==> src/rtl/bram_bist_if.sv <==
// Dual-port bram bus between the BIST initiator (master) and the bram (slave).
interface bram_bist_if #(
    parameter int DATA_W = 16,
    parameter int ADDR_W = 10
);
    logic [DATA_W-1:0] data_a;
    logic [ADDR_W-1:0] addr_a;
    logic              we_a;
    logic [DATA_W-1:0] q_a;
    logic [DATA_W-1:0] data_b;
    logic [ADDR_W-1:0] addr_b;
    logic              we_b;
    logic [DATA_W-1:0] q_b;

    modport master (
        output data_a, addr_a, we_a,
        output data_b, addr_b, we_b,
        input  q_a, q_b
    );

    modport slave (
        input  data_a, addr_a, we_a,
        input  data_b, addr_b, we_b,
        output q_a, q_b
    );
endinterface

==> src/rtl/bram_bist.sv <==
// Dual-port bram BIST: write A / read B, write ~B / read A, with error reporting.
// Define BRAM_BIST_STOP_ON_FAIL_EN to abort the test on the first mismatch.
module bram_bist #(
    parameter int                DATA_W = 16,
    parameter int                ADDR_W = 10,
    parameter int                DEPTH  = 1024,
    parameter logic [DATA_W-1:0] SEED   = 16'hA5C3,
    parameter int                ERR_W  = 8
) (
    input  logic              clk,
    input  logic              rst_n,
    input  logic              start,
    output logic              busy,
    output logic              done,
    output logic              pass,
    output logic [ERR_W-1:0]  err_count,
    output logic [ADDR_W-1:0] fail_addr,
    bram_bist_if.master       bram
);

    localparam logic [2:0] IDLE = 3'd0;
    localparam logic [2:0] WR_A = 3'd1;
    localparam logic [2:0] RD_B = 3'd2;
    localparam logic [2:0] DR_B = 3'd3;
    localparam logic [2:0] WR_B = 3'd4;
    localparam logic [2:0] RD_A = 3'd5;
    localparam logic [2:0] DR_A = 3'd6;
    localparam logic [2:0] DONE = 3'd7;

    localparam logic [ADDR_W-1:0] LAST    = ADDR_W'(DEPTH - 1);
    localparam logic [ERR_W-1:0]  ERR_MAX = '1;

    logic [2:0]        state;
    logic [ADDR_W-1:0] cnt;
    logic              pipe_vld;
    logic              pipe_sel;
    logic [ADDR_W-1:0] pipe_addr;
    logic [DATA_W-1:0] pipe_exp;
    logic              any_err;

    logic [DATA_W-1:0] q_sel;
    logic              miss;
    logic              last;
    logic [ERR_W-1:0]  err_inc;
    logic [ADDR_W-1:0] cnt_nx;

    function automatic logic [DATA_W-1:0] pat(input logic [ADDR_W-1:0] a);
        return DATA_W'(a) ^ SEED;
    endfunction

    // Read data lands one cycle after its address; the pipe holds what it should be.
    always_comb begin
        q_sel   = pipe_sel ? bram.q_a : bram.q_b;
        miss    = pipe_vld && (q_sel != pipe_exp);
        last    = (cnt == LAST);
        cnt_nx  = cnt + 1'b1;
        err_inc = (err_count == ERR_MAX) ? err_count : err_count + 1'b1;
    end

    always_ff @(posedge clk or negedge rst_n) begin
        if (!rst_n) begin
            state       <= IDLE;
            cnt         <= '0;
            pipe_vld    <= 1'b0;
            pipe_sel    <= 1'b0;
            pipe_addr   <= '0;
            pipe_exp    <= '0;
            any_err     <= 1'b0;
            busy        <= 1'b0;
            done        <= 1'b0;
            pass        <= 1'b0;
            err_count   <= '0;
            fail_addr   <= '0;
            bram.data_a <= '0;
            bram.addr_a <= '0;
            bram.we_a   <= 1'b0;
            bram.data_b <= '0;
            bram.addr_b <= '0;
            bram.we_b   <= 1'b0;
        end else begin
            pipe_vld <= 1'b0;
            if (miss) begin
                err_count <= err_inc;
                any_err   <= 1'b1;
                if (!any_err) begin
                    fail_addr <= pipe_addr;
                end
            end
            unique case (state)
                IDLE, DONE: begin
                    if (start) begin
                        state       <= WR_A;
                        busy        <= 1'b1;
                        done        <= 1'b0;
                        pass        <= 1'b0;
                        err_count   <= '0;
                        fail_addr   <= '0;
                        any_err     <= 1'b0;
                        cnt         <= '0;
                        bram.we_a   <= 1'b1;
                        bram.addr_a <= '0;
                        bram.data_a <= pat('0);
                    end
                end
                WR_A: begin
                    if (last) begin
                        state       <= RD_B;
                        cnt         <= '0;
                        bram.we_a   <= 1'b0;
                        bram.addr_b <= '0;
                    end else begin
                        cnt         <= cnt_nx;
                        bram.addr_a <= cnt_nx;
                        bram.data_a <= pat(cnt_nx);
                    end
                end
                RD_B: begin
                    pipe_vld  <= 1'b1;
                    pipe_sel  <= 1'b0;
                    pipe_addr <= cnt;
                    pipe_exp  <= pat(cnt);
                    if (last) begin
                        state <= DR_B;
                    end else begin
                        cnt         <= cnt_nx;
                        bram.addr_b <= cnt_nx;
                    end
                end
                DR_B: begin
                    state       <= WR_B;
                    cnt         <= '0;
                    bram.we_b   <= 1'b1;
                    bram.addr_b <= '0;
                    bram.data_b <= ~pat('0);
                end
                WR_B: begin
                    if (last) begin
                        state       <= RD_A;
                        cnt         <= '0;
                        bram.we_b   <= 1'b0;
                        bram.addr_a <= '0;
                    end else begin
                        cnt         <= cnt_nx;
                        bram.addr_b <= cnt_nx;
                        bram.data_b <= ~pat(cnt_nx);
                    end
                end
                RD_A: begin
                    pipe_vld  <= 1'b1;
                    pipe_sel  <= 1'b1;
                    pipe_addr <= cnt;
                    pipe_exp  <= ~pat(cnt);
                    if (last) begin
                        state <= DR_A;
                    end else begin
                        cnt         <= cnt_nx;
                        bram.addr_a <= cnt_nx;
                    end
                end
                DR_A: begin
                    state <= DONE;
                    busy  <= 1'b0;
                    done  <= 1'b1;
                    pass  <= !(any_err || miss);
                end
                default: state <= IDLE;
            endcase
`ifdef BRAM_BIST_STOP_ON_FAIL_EN
            // First mismatch overrides whatever the phase wanted to do next.
            if (miss) begin
                state     <= DONE;
                busy      <= 1'b0;
                done      <= 1'b1;
                pass      <= 1'b0;
                pipe_vld  <= 1'b0;
                bram.we_a <= 1'b0;
                bram.we_b <= 1'b0;
            end
`else
`endif
        end
    end

endmodule

==> src/flat_wrapper.sv <==
// flat-port wrapper written by rule: the top's interface ports become plain ports
module bram_bist_flat 
#(
    parameter int                DATA_W = 16,
    parameter int                ADDR_W = 10,
    parameter int                DEPTH  = 1024,
    parameter logic [DATA_W-1:0] SEED   = 16'hA5C3,
    parameter int                ERR_W  = 8
)
  (clk, rst_n, start, busy, done, pass, err_count, fail_addr, bram_data_a, bram_addr_a, bram_we_a, bram_data_b, bram_addr_b, bram_we_b, bram_q_a, bram_q_b);
  bram_bist_if #(.DATA_W(DATA_W), .ADDR_W(ADDR_W)) bram_i ();
  input  logic clk;
  input  logic rst_n;
  input  logic start;
  output logic busy;
  output logic done;
  output logic pass;
  output logic [ERR_W-1:0] err_count;
  output logic [ADDR_W-1:0] fail_addr;
  output wire logic [$bits(bram_i.data_a)-1:0] bram_data_a;
  output wire logic [$bits(bram_i.addr_a)-1:0] bram_addr_a;
  output wire logic [$bits(bram_i.we_a)-1:0] bram_we_a;
  output wire logic [$bits(bram_i.data_b)-1:0] bram_data_b;
  output wire logic [$bits(bram_i.addr_b)-1:0] bram_addr_b;
  output wire logic [$bits(bram_i.we_b)-1:0] bram_we_b;
  input wire logic [$bits(bram_i.q_a)-1:0] bram_q_a;
  input wire logic [$bits(bram_i.q_b)-1:0] bram_q_b;
  assign bram_data_a = bram_i.data_a;
  assign bram_addr_a = bram_i.addr_a;
  assign bram_we_a = bram_i.we_a;
  assign bram_data_b = bram_i.data_b;
  assign bram_addr_b = bram_i.addr_b;
  assign bram_we_b = bram_i.we_b;
  assign bram_i.q_a = bram_q_a;
  assign bram_i.q_b = bram_q_b;
  bram_bist #(.DATA_W(DATA_W), .ADDR_W(ADDR_W), .DEPTH(DEPTH), .SEED(SEED), .ERR_W(ERR_W)) u_core (.clk(clk), .rst_n(rst_n), .start(start), .busy(busy), .done(done), .pass(pass), .err_count(err_count), .fail_addr(fail_addr), .bram(bram_i));
endmodule
==> config.mk <==
export PLATFORM = sky130hd
export DESIGN_NAME = bram_bist_flat
export DESIGN_NICKNAME = d
export VERILOG_FILES = /design/src/rtl/bram_bist_if.sv /design/src/rtl/bram_bist.sv /design/src/flat_wrapper.sv
export SDC_FILE = /design/constraint.sdc
export NUM_CORES = 1
export LEC_CHECK = 0
export BUFFER_PORTS_ARGS = -buffer_cell sky130_fd_sc_hd__buf_2
export CAP_MARGIN = 20
export CORE_ASPECT_RATIO = 0.7
export CORE_UTILIZATION = 39
export CTS_BUF_LIST = sky130_fd_sc_hd__clkbuf_8 sky130_fd_sc_hd__clkbuf_16
export DETAILED_ROUTE_END_ITERATION = 10
export PLACE_DENSITY = 0.68
export SYNTH_ARGS = -nofsm -noshare
export SYNTH_HDL_FRONTEND = slang
export SYNTH_SLANG_ARGS = --single-unit
==> constraint.sdc <==
create_clock -name clk -period 2.7 [get_ports clk]
set_input_delay 0.405 -clock clk [delete_from_list [all_inputs] [get_ports clk]]
set_output_delay 0.405 -clock clk [all_outputs]
set_load 0.02 [all_outputs]
==> implementation parameters <==
Parameter                              Value

Run status
  Result of the run ... finished, violations left
  Violated checks ... DRC

Place
  Global placement routability congestion ... 0.868
  Half-perimeter wire length of the detailed placement result ... 9.24 mm
  Cell count after placement ... 787
  PortBufs ... 103
  Placed cell area ... roughly 0.0058 mm²

CTS
  Number of clock sinks seen by CTS ... ~100
  Clock tree from TritonCTS ... yes
  Hold Buf Count CTS ... 0
  Number of H-tree levels ... 3
  TritonCTS Buffers ... 9
  Clock transition time at the flip-flop clock pins of the worst setup and hold paths ... around 70 ps
  Clk Tree Root Cell ... clkbuf_16
  Number of buffers on the longest clock path ... 2
  Worst-Skew Late Latency ... between 300 and 400 ps
  Post-CTS Setup Bufs ... 0
  Count of instances resized after the clock tree is built ... 0

Die
  Area enclosed by the die boundary ... about 0.014 mm²
  Die X-Extent ... 139 µm
  Die Height ... 97.7 µm
  Core box area ... ~0.013 mm²
  IO Count ... 110
  Row count ... 34
  Effective utilization at floorplan ... 40.6%

Worst setup path
  Register-to-register setup slack ... a little under 300 ps
  Kind of end point of the critical path ... register
  Classification of the worst setup path ... register to register
  Crit path max fanout ... 16
  Crit path max-delay cell type ... dfrtp_1
  Startpoint Class ... register
  Critical Path AT ... about 2700 ps
  Reg-to-reg critical path startpoint ... u_core.pipe_exp[14]
  Crit-path most repeated cell ... mux2i_1
  Crit Reg-Reg Endpoint ... u_core.fail_addr[9]
  Cells along the critical path ... mux2i_1 > xnor2_1 > a2111oi_2 > a31oi_2 > nor2b_4 > mux2i_1
  Worst endpoint required time ... 2970 ps
  Number of cells traversed by the worst register-to-register path ... 6
  Delay contributed by the slowest stage of the critical path ... just under 800 ps
  Cell family contributing the most delay on the critical path ... flip-flops
  Buffers & Inverters on Critical Path ... 0

Timing
  Fmax ... ~420 MHz
  Crit share post-route ... approximately nine tenths
  Count of final hold-check violations ... 0
  Total count of max-transition violations in the final report ... 0
  Total negative setup slack ... 0 ps
  RSZ-0062 raised after global routing ... no
  Number of endpoints failing setup at the final stage ... 0
  Worst slew margin ... a little under half
  Worst Skew ... a little over 8 ps
  Pin slew with the least headroom to its limit ... roughly 820 ps
  Fin crit period ... 2410 ps

Synth
  Prevailing post-synth register cell ... dfrtp_1
  Share of synthesized area occupied by flip-flops and latches ... 50.0%
  Post-Synthesis Cells ... roughly 540
  Mean cell area of the mapped netlist ... 9.42 µm²
  Synth Register Bits ... about 100
  Synth Cell Area ... 0.00511 mm²
  Number of flops mapped to enable cells by yosys ... 0
  Proportion of register bits with asynchronous set or reset after synthesis ... between 90% and 100%
  Number of unique standard cell types used by synthesis ... 52
  Warnings, synthesis ... 0

Global route
  Wire length of the first global-routing pass ... around 21 mm
  Antenna violations before repair ... 0
  Pin count of the biggest net entering global routing ... 51
  GRT Residual Overflow ... 0
  Via count of the first global-routing pass ... 4213
  Global-route usage over all layers ... between 10% and 20%

Finish
  Most common library cell in the layout ignoring fill and taps ... nand2_1
  Final standard cell utilization of the core ... roughly 48%
  Synth-to-layout area growth ... 18.7%
  Post-route insts no fill ... ~800
  Diodes inserted ... 0
  Nets ... around 680
  Fill count ... between 1000 and 1500
  Final design area excluding fillers ... 0.00606 mm²
  Share of layout cells above drive strength 1 ... 22.6%
  Top library cells by usage in the layout, fill and taps aside ... nand2_1, buf_2, dfrtp_1, nor2_1, o21ai_0

Drt
  Number of vias in the routed layout ... between 4000 and 5000
  Total wire length after detailed routing ... ~13 mm
  Number of violations reported at the end of detailed-routing iteration 0 ... between 200 and 300
  Drt via density ... between 5 and 6
  Final routed DRC violation total ... 9
  Router iterations before antenna repair ... 8
  Routed WL per cell ... approximately 16 µm
  DRT antenna net count ... 0

Power
  Leakage Power ... roughly 0.0029 µW
  Total power consumption of the routed design ... around 5900 µW
  Worst vdd ir ... 0.479 mV
  Total power density per cell area ... 979 mW/mm²

Hold path
  Classification of the worst-slack hold path ... input pin to asynchronous set/reset pin

Job
  Count of max-cap constraint violations ... 0
==> cells by family after synthesis <==
logic type	Yosys count	synth area share, %
flops	102	50.0
compound gates	124	15.7
mux	33	6.52
buf+inv	59	5.64
fa+ha+maj	6	1.47
other cells	1	0.0734
simple gates	197	17.2
xor+xnor	20	3.43
==> power by group <==
group          internal (µW)  leakage (µW)  switching (µW)
registers               1810       0.00130             279
logic                    909       0.00146            1620
clock network            761      0.000156             552
total                   3480       0.00291            2450
==> cell usage after synthesis, types with 5 or more instances <==
master,number,area [µm²]
a21oi_1,29,145
ha_1,6,75.1
xor2_1,5,43.8
and3_1,6,37.5
nor3_1,6,30.0
nor2b_1,9,56.3
o21ai_0,35,175
inv_1,15,56.3
clkbuf_1,24,90.1
o22a_1,5,43.8
dfrtp_1,102,2550
buf_4,10,75.1
nand2b_1,7,43.8
mux2i_1,31,310
nand3_1,12,60.1
nand2_1,106,398
xnor2_1,15,131
o31ai_1,19,143
nor2_1,38,143
a211oi_1,6,45.0
==> through the flow <==
step / hold WS (ps) / setup WS [ps]
after CTS: 102 / 254
after detailed placement: 461 / 266
after global routing: 133 / 102
final: 80.1 / 292
after global placement: 460 / 396
after floorplan: 109 / 639
==> routing by layer <==
| metal | share of wire [%] | vias up | routed length, µm | GRT usage, % |
|---|---|---|---|---|
| met1 | 46 | 2102 | 5930 | 27.1 |
| met3 | 7.6 | 14 | 974 | 4.46 |
| met2 | 45 | 170 | 5740 | 30.8 |
| met5 | 0 | - | 0 | 0 |
| li1 | - | 2046 | - | - |
| met4 | 1.0 | 0 | 132 | 5.21 |
==> worst register-to-register path, delay by kind of cell (launching register included) <==
family,cells,cell delay (ps)
DFF,1,780
muxes,2,540
and+or+nand+nor,1,450
AOI/OAI and AO/OA,2,400
xor gates and xnor gates,1,160
==> worst max-delay path by stage <==
| stage | from | to | slack, ps | cells past startpoint |
|---|---|---|---|---|
| floorplan | u_core.state[0] | u_core.bram.addr_b[2] | 640 | 8 |
| global placement | u_core.pipe_exp[14] | u_core.fail_addr[9] | 400 | 6 |
| detailed placement | u_core.pipe_exp[14] | u_core.fail_addr[4] | 270 | 6 |
| CTS | u_core.pipe_exp[14] | u_core.fail_addr[9] | 250 | 6 |
| global route | u_core.pipe_exp[14] | u_core.fail_addr[4] | 100 | 6 |
| finish | u_core.pipe_exp[14] | u_core.fail_addr[9] | 290 | 6 |
==> sequential cells by signal, indices dropped and copies added (netlist names) <==
name                count
u_core.pipe_addr       10
u_core.fail_addr       10
u_core.err_count        8
u_core.pipe_exp        12
u_core.bram.we_a        1
u_core.busy             1
u_core.pass             1
u_core.any_err          1
u_core.state            3
u_core.pipe_vld         1
u_core.done             1
u_core.cnt             10
u_core.bram.addr_b     10
u_core.bram.addr_a     10
u_core.bram.we_b        1
u_core.bram.data_a     11
u_core.bram.data_b     11
==> cell type report <==
class / count / area, µm² / area share [%]
inverter: 15 / 56.3 / 0.929
sequential: 102 / 2550 / 42.1
tap: 162 / 203 / 3.34
multi-input combinational: 386 / 2290 / 37.7
timing repair buffer: 122 / 661 / 10.9
clock inverter: 5 / 48.8 / 0.805
clock buffer: 11 / 253 / 4.17
Power figures use the tool's default switching activity.
